==> src/rtl/maxnet_pkg.sv <==
// Shared types and constants for the Maxnet host sequencer.
package maxnet_pkg;

  localparam int WORD_W = 32;

  typedef enum logic [1:0] {
    LOAD   = 2'd0,
    START  = 2'd1,
    WAIT   = 2'd2,
    RESULT = 2'd3
  } state_e;

  // Operand slot order matches the order words arrive on the input stream.
  localparam logic [2:0] IDX_EPS = 3'd0;
  localparam logic [2:0] IDX_A1  = 3'd1;
  localparam logic [2:0] IDX_A2  = 3'd2;
  localparam logic [2:0] IDX_A3  = 3'd3;
  localparam logic [2:0] IDX_A4  = 3'd4;

endpackage

==> src/rtl/maxnet_host_if.sv <==
// Bus bundle between the Maxnet host, its word source / result sink and the engine.
// The master side is the host; the slave side is everything around it.
interface maxnet_host_if #(
  parameter int WORD_W = 32
);

  // Input word stream
  logic              in_valid;
  logic [WORD_W-1:0] in_data;
  logic              in_ready;

  // Engine side
  logic              mx_start;
  logic [WORD_W-1:0] mx_epsilon;
  logic [WORD_W-1:0] mx_a1;
  logic [WORD_W-1:0] mx_a2;
  logic [WORD_W-1:0] mx_a3;
  logic [WORD_W-1:0] mx_a4;
  logic              mx_finish;
  logic              mx_overflow;
  logic [WORD_W-1:0] mx_out;

  // Result record
  logic              res_valid;
  logic              res_ready;
  logic [WORD_W-1:0] res_data;
  logic              res_overflow;
  logic              res_timeout;

  logic              busy;

  modport master (
    input  in_valid, in_data, mx_finish, mx_overflow, mx_out, res_ready,
    output in_ready, mx_start, mx_epsilon, mx_a1, mx_a2, mx_a3, mx_a4,
           res_valid, res_data, res_overflow, res_timeout, busy
  );

  modport slave (
    output in_valid, in_data, mx_finish, mx_overflow, mx_out, res_ready,
    input  in_ready, mx_start, mx_epsilon, mx_a1, mx_a2, mx_a3, mx_a4,
           res_valid, res_data, res_overflow, res_timeout, busy
  );

endinterface

==> src/rtl/maxnet_host_timer.sv <==
// Guard / timeout counter for the WAIT phase of the Maxnet host.
// guard_done flags that engine finish may be trusted; timeout flags the last
// allowed WAIT cycle. The counter is one bit wider than needed so it never
// wraps before the timeout point.
module maxnet_host_timer #(
  parameter int GUARD_CYCLES   = 2,
  parameter int TIMEOUT_CYCLES = 4096
) (
  input  logic clk,
  input  logic rst,
  input  logic clr,
  input  logic en,
  output logic guard_done,
  output logic timeout
);

  localparam int CNT_W = $clog2(TIMEOUT_CYCLES) + 1;

  logic [CNT_W-1:0] cnt_q;
  logic [CNT_W-1:0] cnt_d;

  // Next count: clear has priority over enable.
  always_comb begin
    cnt_d = cnt_q;
    if (clr) begin
      cnt_d = '0;
    end else if (en) begin
      cnt_d = cnt_q + CNT_W'(1);
    end
  end

  // Count register.
  always_ff @(posedge clk) begin
    if (rst) begin
      cnt_q <= '0;
    end else begin
      cnt_q <= cnt_d;
    end
  end

  assign guard_done = (cnt_q >= CNT_W'(GUARD_CYCLES));
  assign timeout    = (cnt_q == CNT_W'(TIMEOUT_CYCLES - 1));

endmodule

==> src/rtl/maxnet_host.sv <==
// Maxnet host: collects five operands from a word stream, starts the engine,
// waits for finish behind a guard window with a timeout, and hands back one
// result record.
module maxnet_host
  import maxnet_pkg::*;
#(
  parameter int WORD_W         = maxnet_pkg::WORD_W,
  parameter int GUARD_CYCLES   = 2,
  parameter int TIMEOUT_CYCLES = 4096
) (
  input  logic          clk,
  input  logic          rst,
  maxnet_host_if.master bus
);

  state_e            state_q, state_d;
  logic [2:0]        idx_q, idx_d;
  logic [WORD_W-1:0] op_q [5];
  logic [WORD_W-1:0] op_d [5];
  logic [WORD_W-1:0] res_data_q, res_data_d;
  logic              res_overflow_q, res_overflow_d;
  logic              res_timeout_q, res_timeout_d;

  logic tmr_clr;
  logic tmr_en;
  logic tmr_guard_done;
  logic tmr_timeout;

  maxnet_host_timer #(
    .GUARD_CYCLES   (GUARD_CYCLES),
    .TIMEOUT_CYCLES (TIMEOUT_CYCLES)
  ) u_timer (
    .clk        (clk),
    .rst        (rst),
    .clr        (tmr_clr),
    .en         (tmr_en),
    .guard_done (tmr_guard_done),
    .timeout    (tmr_timeout)
  );

  // Next-state, operand load and result capture.
  always_comb begin
    state_d        = state_q;
    idx_d          = idx_q;
    op_d           = op_q;
    res_data_d     = res_data_q;
    res_overflow_d = res_overflow_q;
    res_timeout_d  = res_timeout_q;
    tmr_clr        = 1'b0;
    tmr_en         = 1'b0;

    case (state_q)
      LOAD: begin
        if (bus.in_valid) begin
          for (int i = 0; i < 5; i++) begin
            if (idx_q == 3'(i)) begin
              op_d[i] = bus.in_data;
            end
          end
          if (idx_q == IDX_A4) begin
            idx_d   = IDX_EPS;
            state_d = START;
          end else begin
            idx_d = idx_q + 3'd1;
          end
        end
      end

      START: begin
        tmr_clr = 1'b1;
        state_d = WAIT;
      end

      WAIT: begin
        tmr_en = 1'b1;
        // Finish is checked first so it wins over a coincident timeout.
        if (tmr_guard_done && bus.mx_finish) begin
          res_data_d     = bus.mx_out;
          res_overflow_d = bus.mx_overflow;
          res_timeout_d  = 1'b0;
          state_d        = RESULT;
        end else if (tmr_timeout) begin
          res_data_d     = '0;
          res_overflow_d = 1'b0;
          res_timeout_d  = 1'b1;
          state_d        = RESULT;
        end
      end

      RESULT: begin
        if (bus.res_ready) begin
          state_d = LOAD;
        end
      end

      default: begin
        state_d = LOAD;
      end
    endcase
  end

  // State, operand and result registers.
  always_ff @(posedge clk) begin
    if (rst) begin
      state_q        <= LOAD;
      idx_q          <= IDX_EPS;
      res_data_q     <= '0;
      res_overflow_q <= 1'b0;
      res_timeout_q  <= 1'b0;
      for (int i = 0; i < 5; i++) begin
        op_q[i] <= '0;
      end
    end else begin
      state_q        <= state_d;
      idx_q          <= idx_d;
      res_data_q     <= res_data_d;
      res_overflow_q <= res_overflow_d;
      res_timeout_q  <= res_timeout_d;
      for (int i = 0; i < 5; i++) begin
        op_q[i] <= op_d[i];
      end
    end
  end

  // Handshake and strobe outputs decode straight from the registered state.
  assign bus.in_ready     = (state_q == LOAD);
  assign bus.mx_start     = (state_q == START);
  assign bus.res_valid    = (state_q == RESULT);
  assign bus.busy         = !((state_q == LOAD) && (idx_q == IDX_EPS));

  assign bus.mx_epsilon   = op_q[IDX_EPS];
  assign bus.mx_a1        = op_q[IDX_A1];
  assign bus.mx_a2        = op_q[IDX_A2];
  assign bus.mx_a3        = op_q[IDX_A3];
  assign bus.mx_a4        = op_q[IDX_A4];

  assign bus.res_data     = res_data_q;
  assign bus.res_overflow = res_overflow_q;
  assign bus.res_timeout  = res_timeout_q;

endmodule

==> src/flat_wrapper.sv <==
// flat-port wrapper written by rule: the top's interface ports become plain ports
module maxnet_host_flat import maxnet_pkg::*;
#(
  parameter int WORD_W         = maxnet_pkg::WORD_W,
  parameter int GUARD_CYCLES   = 2,
  parameter int TIMEOUT_CYCLES = 4096
)
  (clk, rst, bus_in_valid, bus_in_data, bus_mx_finish, bus_mx_overflow, bus_mx_out, bus_res_ready, bus_in_ready, bus_mx_start, bus_mx_epsilon, bus_mx_a1, bus_mx_a2, bus_mx_a3, bus_mx_a4, bus_res_valid, bus_res_data, bus_res_overflow, bus_res_timeout, bus_busy);
  maxnet_host_if #(.WORD_W(WORD_W)) bus_i ();
  input  logic clk;
  input  logic rst;
  input wire logic [$bits(bus_i.in_valid)-1:0] bus_in_valid;
  input wire logic [$bits(bus_i.in_data)-1:0] bus_in_data;
  input wire logic [$bits(bus_i.mx_finish)-1:0] bus_mx_finish;
  input wire logic [$bits(bus_i.mx_overflow)-1:0] bus_mx_overflow;
  input wire logic [$bits(bus_i.mx_out)-1:0] bus_mx_out;
  input wire logic [$bits(bus_i.res_ready)-1:0] bus_res_ready;
  output wire logic [$bits(bus_i.in_ready)-1:0] bus_in_ready;
  output wire logic [$bits(bus_i.mx_start)-1:0] bus_mx_start;
  output wire logic [$bits(bus_i.mx_epsilon)-1:0] bus_mx_epsilon;
  output wire logic [$bits(bus_i.mx_a1)-1:0] bus_mx_a1;
  output wire logic [$bits(bus_i.mx_a2)-1:0] bus_mx_a2;
  output wire logic [$bits(bus_i.mx_a3)-1:0] bus_mx_a3;
  output wire logic [$bits(bus_i.mx_a4)-1:0] bus_mx_a4;
  output wire logic [$bits(bus_i.res_valid)-1:0] bus_res_valid;
  output wire logic [$bits(bus_i.res_data)-1:0] bus_res_data;
  output wire logic [$bits(bus_i.res_overflow)-1:0] bus_res_overflow;
  output wire logic [$bits(bus_i.res_timeout)-1:0] bus_res_timeout;
  output wire logic [$bits(bus_i.busy)-1:0] bus_busy;
  assign bus_i.in_valid = bus_in_valid;
  assign bus_i.in_data = bus_in_data;
  assign bus_i.mx_finish = bus_mx_finish;
  assign bus_i.mx_overflow = bus_mx_overflow;
  assign bus_i.mx_out = bus_mx_out;
  assign bus_i.res_ready = bus_res_ready;
  assign bus_in_ready = bus_i.in_ready;
  assign bus_mx_start = bus_i.mx_start;
  assign bus_mx_epsilon = bus_i.mx_epsilon;
  assign bus_mx_a1 = bus_i.mx_a1;
  assign bus_mx_a2 = bus_i.mx_a2;
  assign bus_mx_a3 = bus_i.mx_a3;
  assign bus_mx_a4 = bus_i.mx_a4;
  assign bus_res_valid = bus_i.res_valid;
  assign bus_res_data = bus_i.res_data;
  assign bus_res_overflow = bus_i.res_overflow;
  assign bus_res_timeout = bus_i.res_timeout;
  assign bus_busy = bus_i.busy;
  maxnet_host #(.WORD_W(WORD_W), .GUARD_CYCLES(GUARD_CYCLES), .TIMEOUT_CYCLES(TIMEOUT_CYCLES)) u_core (.clk(clk), .rst(rst), .bus(bus_i));
endmodule
==> config.mk <==
export PLATFORM = sky130hd
export DESIGN_NAME = maxnet_host_flat
export DESIGN_NICKNAME = d
export VERILOG_FILES = /design/src/rtl/maxnet_pkg.sv /design/src/rtl/maxnet_host_if.sv /design/src/rtl/maxnet_host_timer.sv /design/src/rtl/maxnet_host.sv /design/src/flat_wrapper.sv
export SDC_FILE = /design/constraint.sdc
export NUM_CORES = 1
export LEC_CHECK = 0
export CAP_MARGIN = 20
export CORE_MARGIN = 3
export CORE_UTILIZATION = 40
export CTS_CLUSTER_SIZE = 24
export DETAILED_ROUTE_END_ITERATION = 7
export PLACE_DENSITY = 0.73
export SETUP_SLACK_MARGIN = 0.5
export SLEW_MARGIN = 20
export SYNTH_ARGS = -nofsm -noshare
export SYNTH_HDL_FRONTEND = slang
export SYNTH_SLANG_ARGS = --single-unit
==> constraint.sdc <==
create_clock -name clk -period 6.1 [get_ports clk]
set_input_delay 1.525 -clock clk [delete_from_list [all_inputs] [get_ports clk]]
set_output_delay 1.525 -clock clk [all_outputs]
set_load 0.02 [all_outputs]
==> flow_metrics.tcl, run 1 <==
set metrics [dict create \
    die_h_um 146 \
    synth_edf_count 0 \
    place.gp.congestion 0.804 \
    hold_path.class "flip-flop to flip-flop" \
    clk_pin_slew_worst_paths_ps 60 \
    place_inst 1435 \
    crit_family "buffers and inverters" \
    root_buffer "clkbuf_16" \
    synth_fp_nets 1050 \
    placement.io_buffers 267 \
    cts_buffers 23 \
    htree_levels 1 \
    vdd_ir_drop_max_v 0.000201 \
    grt_pass1_vias 7206 \
    cts_sinks 212 \
    worst_ep_arrival_time_ps 2060 \
    yosysSeqAreaShare 0.539 \
    instances_no_fill 1476 \
    die_w_um 146 \
    setup_violations 0 \
    dieArea_mm2 0.0214 \
    slowest_stage "clkdlybuf4s50_1" \
    grt_pass1_wl_mm 38.1 \
    dp_worst_setup_slack_ps 2520 \
    final_cell_mix "328 x nand2_1, 266 x clkdlybuf4s50_1, 212 x dfxtp_1, 164 x a21oi_1, 44 x inv_1" \
    grt-ovfl-total 0 \
    cp_slowest_stage_delay_ps 620 \
    yosys-top-cells-area "dfxtp_1 54%, nand2_1 16%, a21oi_1 10%" \
    layout_commonest_cell "nand2_1" \
    final_layout_size_suffix_gt1_frac 0.0485 \
    rows 50 \
    firstDrtPassIters 5 \
    ios 268 \
    synth_cells 969 \
    drt_iter0_drc 359 \
    placed_cell_area_mm2 0.0107 \
    status "complete, no violations" \
    start_util 0.414 \
    fin_nets 1281 \
    cts_resized 0 \
    clock_skew_ps 8.60 \
    hp-start "u_core.bus.mx_a3[20]" \
    worst_slew_pin_slew_ps 860 \
    syn_to_final_growth_pct 45.2 \
    startpoint "u_core.state_q[1]" \
    final.period_utilization 0.587 \
    grt_max_degree 129 \
    fmax_mhz 279 \
    ctsLongestPathBuffers 3 \
    routedWlPerCell_um 16.3 \
    hold_buffers 0 \
    core_mm2 0.0190 \
    synth_top_area_share 0.539 \
    cp-start-kind "flip-flop" \
    clk_latency_ps 490 \
    yosys.area.top_type "dfxtp_1" \
    report.final.slew_viol_count 0 \
    post_cts_buffers 0 \
    fin_area_mm2 0.0114 \
    hold_viol_final 0 \
    crit_type "flip-flop to output port" \
    power_density_mw_per_mm2 292 \
    endpoint_kind "output port" \
    cap_violations 0 \
    drtAntennaViolNets 0 \
    worst_slack_ps 2520 \
    rsz0062_at_grt "no" \
    tns_ps 0 \
    ys_warn_count 0 \
    netlist_area_mm2 0.00787 \
    critPathBufInv 2 \
    antenna_cells 0 \
    whs_ps 452 \
    cts_tree "done" \
    finalCriticalPeriod_ps 3580 \
    drc 0 \
    routed_wl_mm 24.0 \
    ys_seq_elements 212 \
    synth_flop_cell "dfxtp_1" \
    avgViaCountPerCell 4.93 \
    worstPathRequired_ps 4580 \
    critPathMaxFanout 9 \
    synth_area_per_cell_um2 8.13 \
    synth-async-reset-ratio 0 \
    slew_headroom 0.426 \
    place_hpwl_mm 16.1 \
    synth_cell_type_count 41 \
    vias 7281 \
    crit_chain "inv_1 > ha_1 > nand3_1 > clkdlybuf4s50_1" \
    track_usage 0.215 \
    leakagePower_nw 3.99 \
    antenna_found_initial 0 \
    r2r_start "u_core.u_timer.cnt_q[0]" \
    fill_cells 1689 \
]
[worst register-to-register path: stages (launching register included)]
cell and delay, ps:
dfxtp_1 390, inv_1 60, ha_1 200, or4_4 430, o41a_1 520, nand2_2 530, o32ai_1 180
[final timing paths]
kind,to,slack [ps],cells after the start
worst max-delay path,bus_busy,2520,4
worst min-delay path,u_core.bus.mx_a3[20],450,2
worst max register to register,u_core.bus.res_data[23],3650,6
worst min register to register,u_core.bus.mx_a3[20],450,2
[area by class of cell]
type | count | area, um2 | share of cell area
Multi-Input combinational cell | 645 | 3210 | 0.281
Timing Repair Buffer | 274 | 2740 | 0.240
Clock buffer | 32 | 669 | 0.0586
Clock inverter | 9 | 76.3 | 0.00668
Inverter | 44 | 165 | 0.0144
Sequential cell | 212 | 4240 | 0.371
Tap cell | 260 | 325 | 0.0285
[per-layer routing]
metal  global-route usage  share of wire
met5                    0              0
met4               0.0654          0.031
met3               0.0714          0.090
met2                0.358           0.46
met1                0.266           0.42
[state kept, by name, summed over array words and instances, names as in the netlist, 2 cells and up]
signal / count
u_core.state_q: 2
u_core.bus.res_data: 32
u_core.bus.mx_a2: 32
u_core.bus.mx_epsilon: 32
u_core.bus.mx_a1: 32
u_core.bus.mx_a3: 32
u_core.u_timer.cnt_q: 13
u_core.bus.mx_a4: 32
u_core.idx_q: 3
[metrics by stage]
step	utilization	power (mW)
after global routing	0.601	3.48
after global placement	0.562	2.01
after CTS	0.601	3.38
final	0.601	3.34
after floorplan	-	1.77
after detailed placement	0.562	2.02
[synthesized netlist by cell type, drive strengths merged (2+ instances only)]
master / count
a22oi: 2
and2: 3
nand2: 330
nor4: 2
nand3: 3
or2: 3
nor2: 15
and3: 2
dfxtp: 212
buf: 8
ha: 11
or3: 3
nor3: 2
a21oi: 164
o32ai: 33
clkbuf: 60
nand2b: 35
o21ai: 3
xor2: 4
inv: 44
or4: 3
xnor2: 5
nand4: 7
o31ai: 2
a221oi: 2
[cell families after synthesis]
logic type | count (synthesis) | share of synthesized area
AOI/OAI and AO/OA | 212 | 0.158
muxes | 1 | 0.00127
buffers and inverters | 112 | 0.0553
adders and majority gates | 11 | 0.0175
and+or+nand+nor | 412 | 0.219
xor gates and xnor gates | 9 | 0.0100
DFF | 212 | 0.539
[where the power goes]
group / total (mW) / switching, mW / internal (mW)
sequential: 1.48 / 0.0319 / 1.45
combinational: 0.512 / 0.304 / 0.207
clock: 1.35 / 0.546 / 0.807
total: 3.34 / 0.882 / 2.46
(Power assumes the default switching activity.)
==> inputs of run 2 (changes only) <==
==> constraint.sdc (replaced) <==
create_clock -name clk -period 3.65 [get_ports clk]
set_input_delay 0.9125 -clock clk [delete_from_list [all_inputs] [get_ports clk]]
set_output_delay 0.9125 -clock clk [all_outputs]
set_load 0.02 [all_outputs]
==> flow_metrics.tcl, run 2 (synthesized netlist as in run 1, its figures left out) <==
set metrics [dict create \
    switching_share 0.259 \
    htree_levels 1 \
    endpoint_kind "output port" \
    vias 7347 \
    grt_pass1_vias 7157 \
    switchingPower_mw 1.50 \
    cap_violations 0 \
    r2r_setup_slack_ps 1270 \
    die_h_um 146 \
    start_util 0.414 \
    syn_to_final_growth_pct 46.8 \
    clk_latency_ps 510 \
    status "complete, no violations" \
    ctsLongestPathBuffers 3 \
    drtAntennaViolNets 0 \
    grt_util_met2 0.360 \
    antenna_cells 0 \
    grt.busiest_layer "met2" \
    dieArea_mm2 0.0214 \
    final_core_util 0.608 \
    clock_skew_ps 17.2 \
    rows 50 \
    p_comb_frac 0.149 \
    rr_worst_depth 6 \
    worst_ep_arrival_time_ps 2050 \
    cts_resized 0 \
    vdd_ir_drop_max_v 0.000328 \
    slew_headroom 0.500 \
    routed_wl_mm 24.0 \
    power_density_mw_per_mm2 501 \
    drt_iter0_drc 363 \
    cts_buffers 24 \
    avgViaCountPerCell 4.96 \
    hold_path.class "flip-flop to flip-flop" \
    cts_tree "done" \
    drc 0 \
    seqPwrFrac 0.426 \
    finalCriticalPeriod_ps 2960 \
    cp-start-kind "flip-flop" \
    setup_violations 0 \
    hold_buffers 0 \
    fmax_mhz 338 \
    timing.rr.end "u_core.bus.res_data[1]" \
    hold_depth 2 \
    grt-ovfl-total 0 \
    cts_sinks 212 \
    placement.io_buffers 267 \
    tns_ps 0 \
    layout_commonest_cell "nand2_1" \
    r2r_start "u_core.u_timer.cnt_q[0]" \
    firstDrtPassIters 5 \
    post_cts_buffers 0 \
    hold_viol_final 0 \
    crit_chain "inv_1 > ha_1 > nand3_1 > clkdlybuf4s50_1" \
    use_met3 0.0649 \
    hp-start "u_core.bus.mx_a4[5]" \
    clk_pin_slew_worst_paths_ps 60 \
    worstPathRequired_ps 2740 \
    rsz0062_at_grt "no" \
    crit_type "flip-flop to output port" \
    core_mm2 0.0190 \
    min_to "u_core.bus.mx_a4[5]" \
    ios 268 \
    track_usage 0.215 \
    routedWlPerCell_um 16.2 \
    grt_pass1_wl_mm 38.1 \
    grt_util_met1 0.263 \
    place.gp.congestion 0.795 \
    final_cell_mix "329 x nand2_1, 266 x clkdlybuf4s50_1, 212 x dfxtp_1, 164 x a21oi_1, 44 x inv_1" \
    leakagePower_nw 4.04 \
    slowest_stage "clkdlybuf4s50_1" \
    cp_slowest_stage_delay_ps 620 \
    die_w_um 146 \
    grt_max_degree 90 \
    pwr-share-clk 0.425 \
    final_layout_size_suffix_gt1_frac 0.0500 \
    report.final.slew_viol_count 0 \
    final.period_utilization 0.811 \
    p_int_mw 4.29 \
    place_hpwl_mm 16.2 \
    fin_nets 1287 \
    critPathMaxFanout 9 \
    worst_slew_pin_slew_ps 750 \
    root_buffer "clkbuf_16" \
    antenna_found_initial 0 \
]
## run 2: cell types whose count changed in the layout (fill, tap and decap cells not counted), moves of 2 or more
cell,change
buf_12,+2
buf_4,+3
clkinv_2,-3
clkbuf_8,-3
clkbuf_16,+2
bufinv_16,+2
## run 2: worst max-delay path: cells and delay by family, from the launching register on
family / cells / cell delay (ps)
flip-flops: 1 / 360
AND/OR/NAND/NOR: 1 / 170
buffers and inverters: 2 / 710
adder cells (fa/ha/maj): 1 / 320
## run 2: power by group through the flow
stage,combinational [mW],clock (mW),sequential (mW)
after floorplan,0.326,0,2.63
after CTS,0.873,2.50,2.47
final,0.864,2.46,2.47
after detailed placement,0.868,0,2.52
after global routing,0.935,2.60,2.48
after global placement,0.861,0,2.52
## run 2: cell type report
class                      instances  area (um2)
fill                            1724        7460
sequential                       212        4240
multi-input combinational        645        3210
timing repair buffer             279        2800
clock buffer                      32         682
tap                              260         325
inverter                          44         165
clock inverter                     9         131
## run 2: worst max-delay path by stage
stage / start / to / slack, ps
final: u_core.state_q[0] / bus_busy / 690
after global routing: u_core.state_q[0] / bus_busy / 580
after CTS: u_core.state_q[0] / bus_busy / 660
after detailed placement: bus_in_valid / u_core.bus.mx_epsilon[24] / 820
after global placement: bus_in_valid / u_core.bus.mx_epsilon[20] / 850
after floorplan: u_core.u_timer.cnt_q[0] / u_core.state_q[1] / 1640
## run 2: metal layers
metal  wire [um]  up-vias
met3        2180       50
met5           0        -
met1        9850     3409
li1            -     3641
met4         708        0
met2       11300      247
## run 2: stage by stage
step                hold WS [ps]  setup WS [ps]  cell area, um2  total power [mW]  cells
global placement             441            853           10700              3.38   1440
global route                 467            583           11600              6.01   1481
detailed placement           446            819           10700              3.39   1440
CTS                          453            662           11600              5.84   1481
finish                       452            692           11600              5.79   1481
floorplan                    457           1640            7870              2.95    969
==> inputs of run 3 (changes only) <==
--- a/config.mk
+++ b/config.mk
@@ -10,7 +10,7 @@
 export CORE_UTILIZATION = 40
 export CTS_CLUSTER_SIZE = 24
 export DETAILED_ROUTE_END_ITERATION = 7
-export PLACE_DENSITY = 0.73
+export PLACE_DENSITY = 0.76
 export SETUP_SLACK_MARGIN = 0.5
 export SLEW_MARGIN = 20
 export SYNTH_ARGS = -nofsm -noshare
==> constraint.sdc (replaced) <==
create_clock -name clk -period 2.5 [get_ports clk]
set_input_delay 0.625 -clock clk [delete_from_list [all_inputs] [get_ports clk]]
set_output_delay 0.625 -clock clk [all_outputs]
set_load 0.02 [all_outputs]
==> flow_metrics.tcl, run 3 (synthesized netlist as in run 1, its figures left out) <==
set metrics [dict create \
    fmax_mhz 505 \
    hold_path.class "flip-flop to flip-flop" \
    core_mm2 0.0190 \
    cts_sinks 212 \
    wl_met2_mm 11.9 \
    grt_max_degree 102 \
    crit_type "flip-flop to flip-flop" \
    ios 268 \
    firstDrtPassIters 5 \
    die_w_um 146 \
    final.period_utilization 0.792 \
    ctsLongestPathBuffers 3 \
    dr_wl_met3_mm 1.96 \
    layout_commonest_cell "nand2_1" \
    cp-start-kind "flip-flop" \
    grt-ovfl-total 0 \
    track_usage 0.217 \
    avgViaCountPerCell 5.05 \
    rr_worst_depth 4 \
    setup_violations 0 \
    drc 0 \
    hold_viol_final 0 \
    met1_length_mm 10.3 \
    status "complete, no violations" \
    vdd_ir_drop_max_v 0.000549 \
    slew_headroom 0.655 \
    routed.top_layer "met4" \
    htree_levels 1 \
    leakagePower_nw 5.14 \
    cts_tree "done" \
    hold_buffers 0 \
    critPathMaxFanout 6 \
    antenna_cells 0 \
    antenna_found_initial 0 \
    hold_depth 2 \
    clk_latency_ps 510 \
    drtAntennaViolNets 0 \
    die_h_um 146 \
    grt_pass1_wl_mm 38.5 \
    place_hpwl_mm 16.7 \
    routed_wl_mm 25.0 \
    grt_pass1_vias 7237 \
    drt_iter0_drc 406 \
    report.final.slew_viol_count 0 \
    tns_ps 0 \
    place.gp.congestion 0.768 \
    worst_ep_arrival_time_ps 2350 \
    worst_slew_pin_slew_ps 517 \
    rsz0062_at_grt "yes" \
    start_util 0.414 \
    final_cell_mix "329 x nand2_1, 205 x dfxtp_1, 194 x dlygate4sd2_1, 164 x a21oi_1, 68 x clkdlybuf4s50_1" \
    clock_skew_ps 21.6 \
    vias 7596 \
    routedWlPerCell_um 16.6 \
    finalPower_mw 8.38 \
    root_buffer "clkbuf_16" \
    cap_violations 0 \
    placement.io_buffers 267 \
    syn_to_final_growth_pct 48.8 \
    power_density_mw_per_mm2 715 \
    fin_nets 1309 \
    rows 50 \
    worstPathRequired_ps 2870 \
    endpoint_kind "flip-flop" \
    final_layout_size_suffix_gt1_frac 0.0908 \
    cts_buffers 23 \
    dieArea_mm2 0.0214 \
    clk_pin_slew_worst_paths_ps 60 \
    finalCriticalPeriod_ps 1980 \
]
-- run 3: per-stage QoR --
stage | instance area [um2] | std cells | utilization | hold WS (ps) | setup WS, ps
after floorplan | 7870 | 969 | - | 457 | 594
after global placement | 10900 | 1454 | 0.574 | 441 | 288
after detailed placement | 10900 | 1454 | 0.574 | 445 | 256
after CTS | 11500 | 1497 | 0.603 | 451 | 411
after global routing | 11700 | 1505 | 0.616 | 466 | 436
final | 11700 | 1505 | 0.616 | 449 | 521
-- run 3: final timing paths --
check,start,to,slack (ps)
max,u_core.u_timer.cnt_q[2],u_core.state_q[1],520
min,u_core.bus.mx_a1[31],u_core.bus.mx_a1[31],450
max reg2reg,u_core.u_timer.cnt_q[2],u_core.state_q[1],520
min reg2reg,u_core.bus.mx_a1[31],u_core.bus.mx_a1[31],450
-- run 3: repair_timing --
item                       CTS  global route
resized for setup          212            35
setup endpoints to repair  233            38
gates cloned                 0             4
pin swaps                    2             5
setup buffers                1             4
-- run 3: worst max-delay path, stage by stage (launching register included) --
cell and delay, ps:
dfxtp_4 360, or4_4 560, o41a_1 470, o311ai_2 290
o221ai_1 160
-- run 3: area by class of cell --
class / count / area [um2]
clock buffers: 34 / 667
clock inverters: 8 / 128
fillers: 1777 / 7300
inverters: 44 / 168
multi-input cells: 645 / 3350
flip-flops and latches: 212 / 4260
well taps: 260 / 325
repair buffers: 302 / 2820
-- run 3: power breakdown --
group          internal, mW  switching [mW]  total [mW]
combinational         0.480           0.764        1.24
clock                  2.17            1.36        3.53
sequential             3.53          0.0811        3.61
-- run 3: layer usage --
layer	GRT usage	vias to the layer above
li1	-	3693
met1	0.267	3592
met2	0.362	258
met3	0.0658	53
met4	0.0748	0
met5	0	-
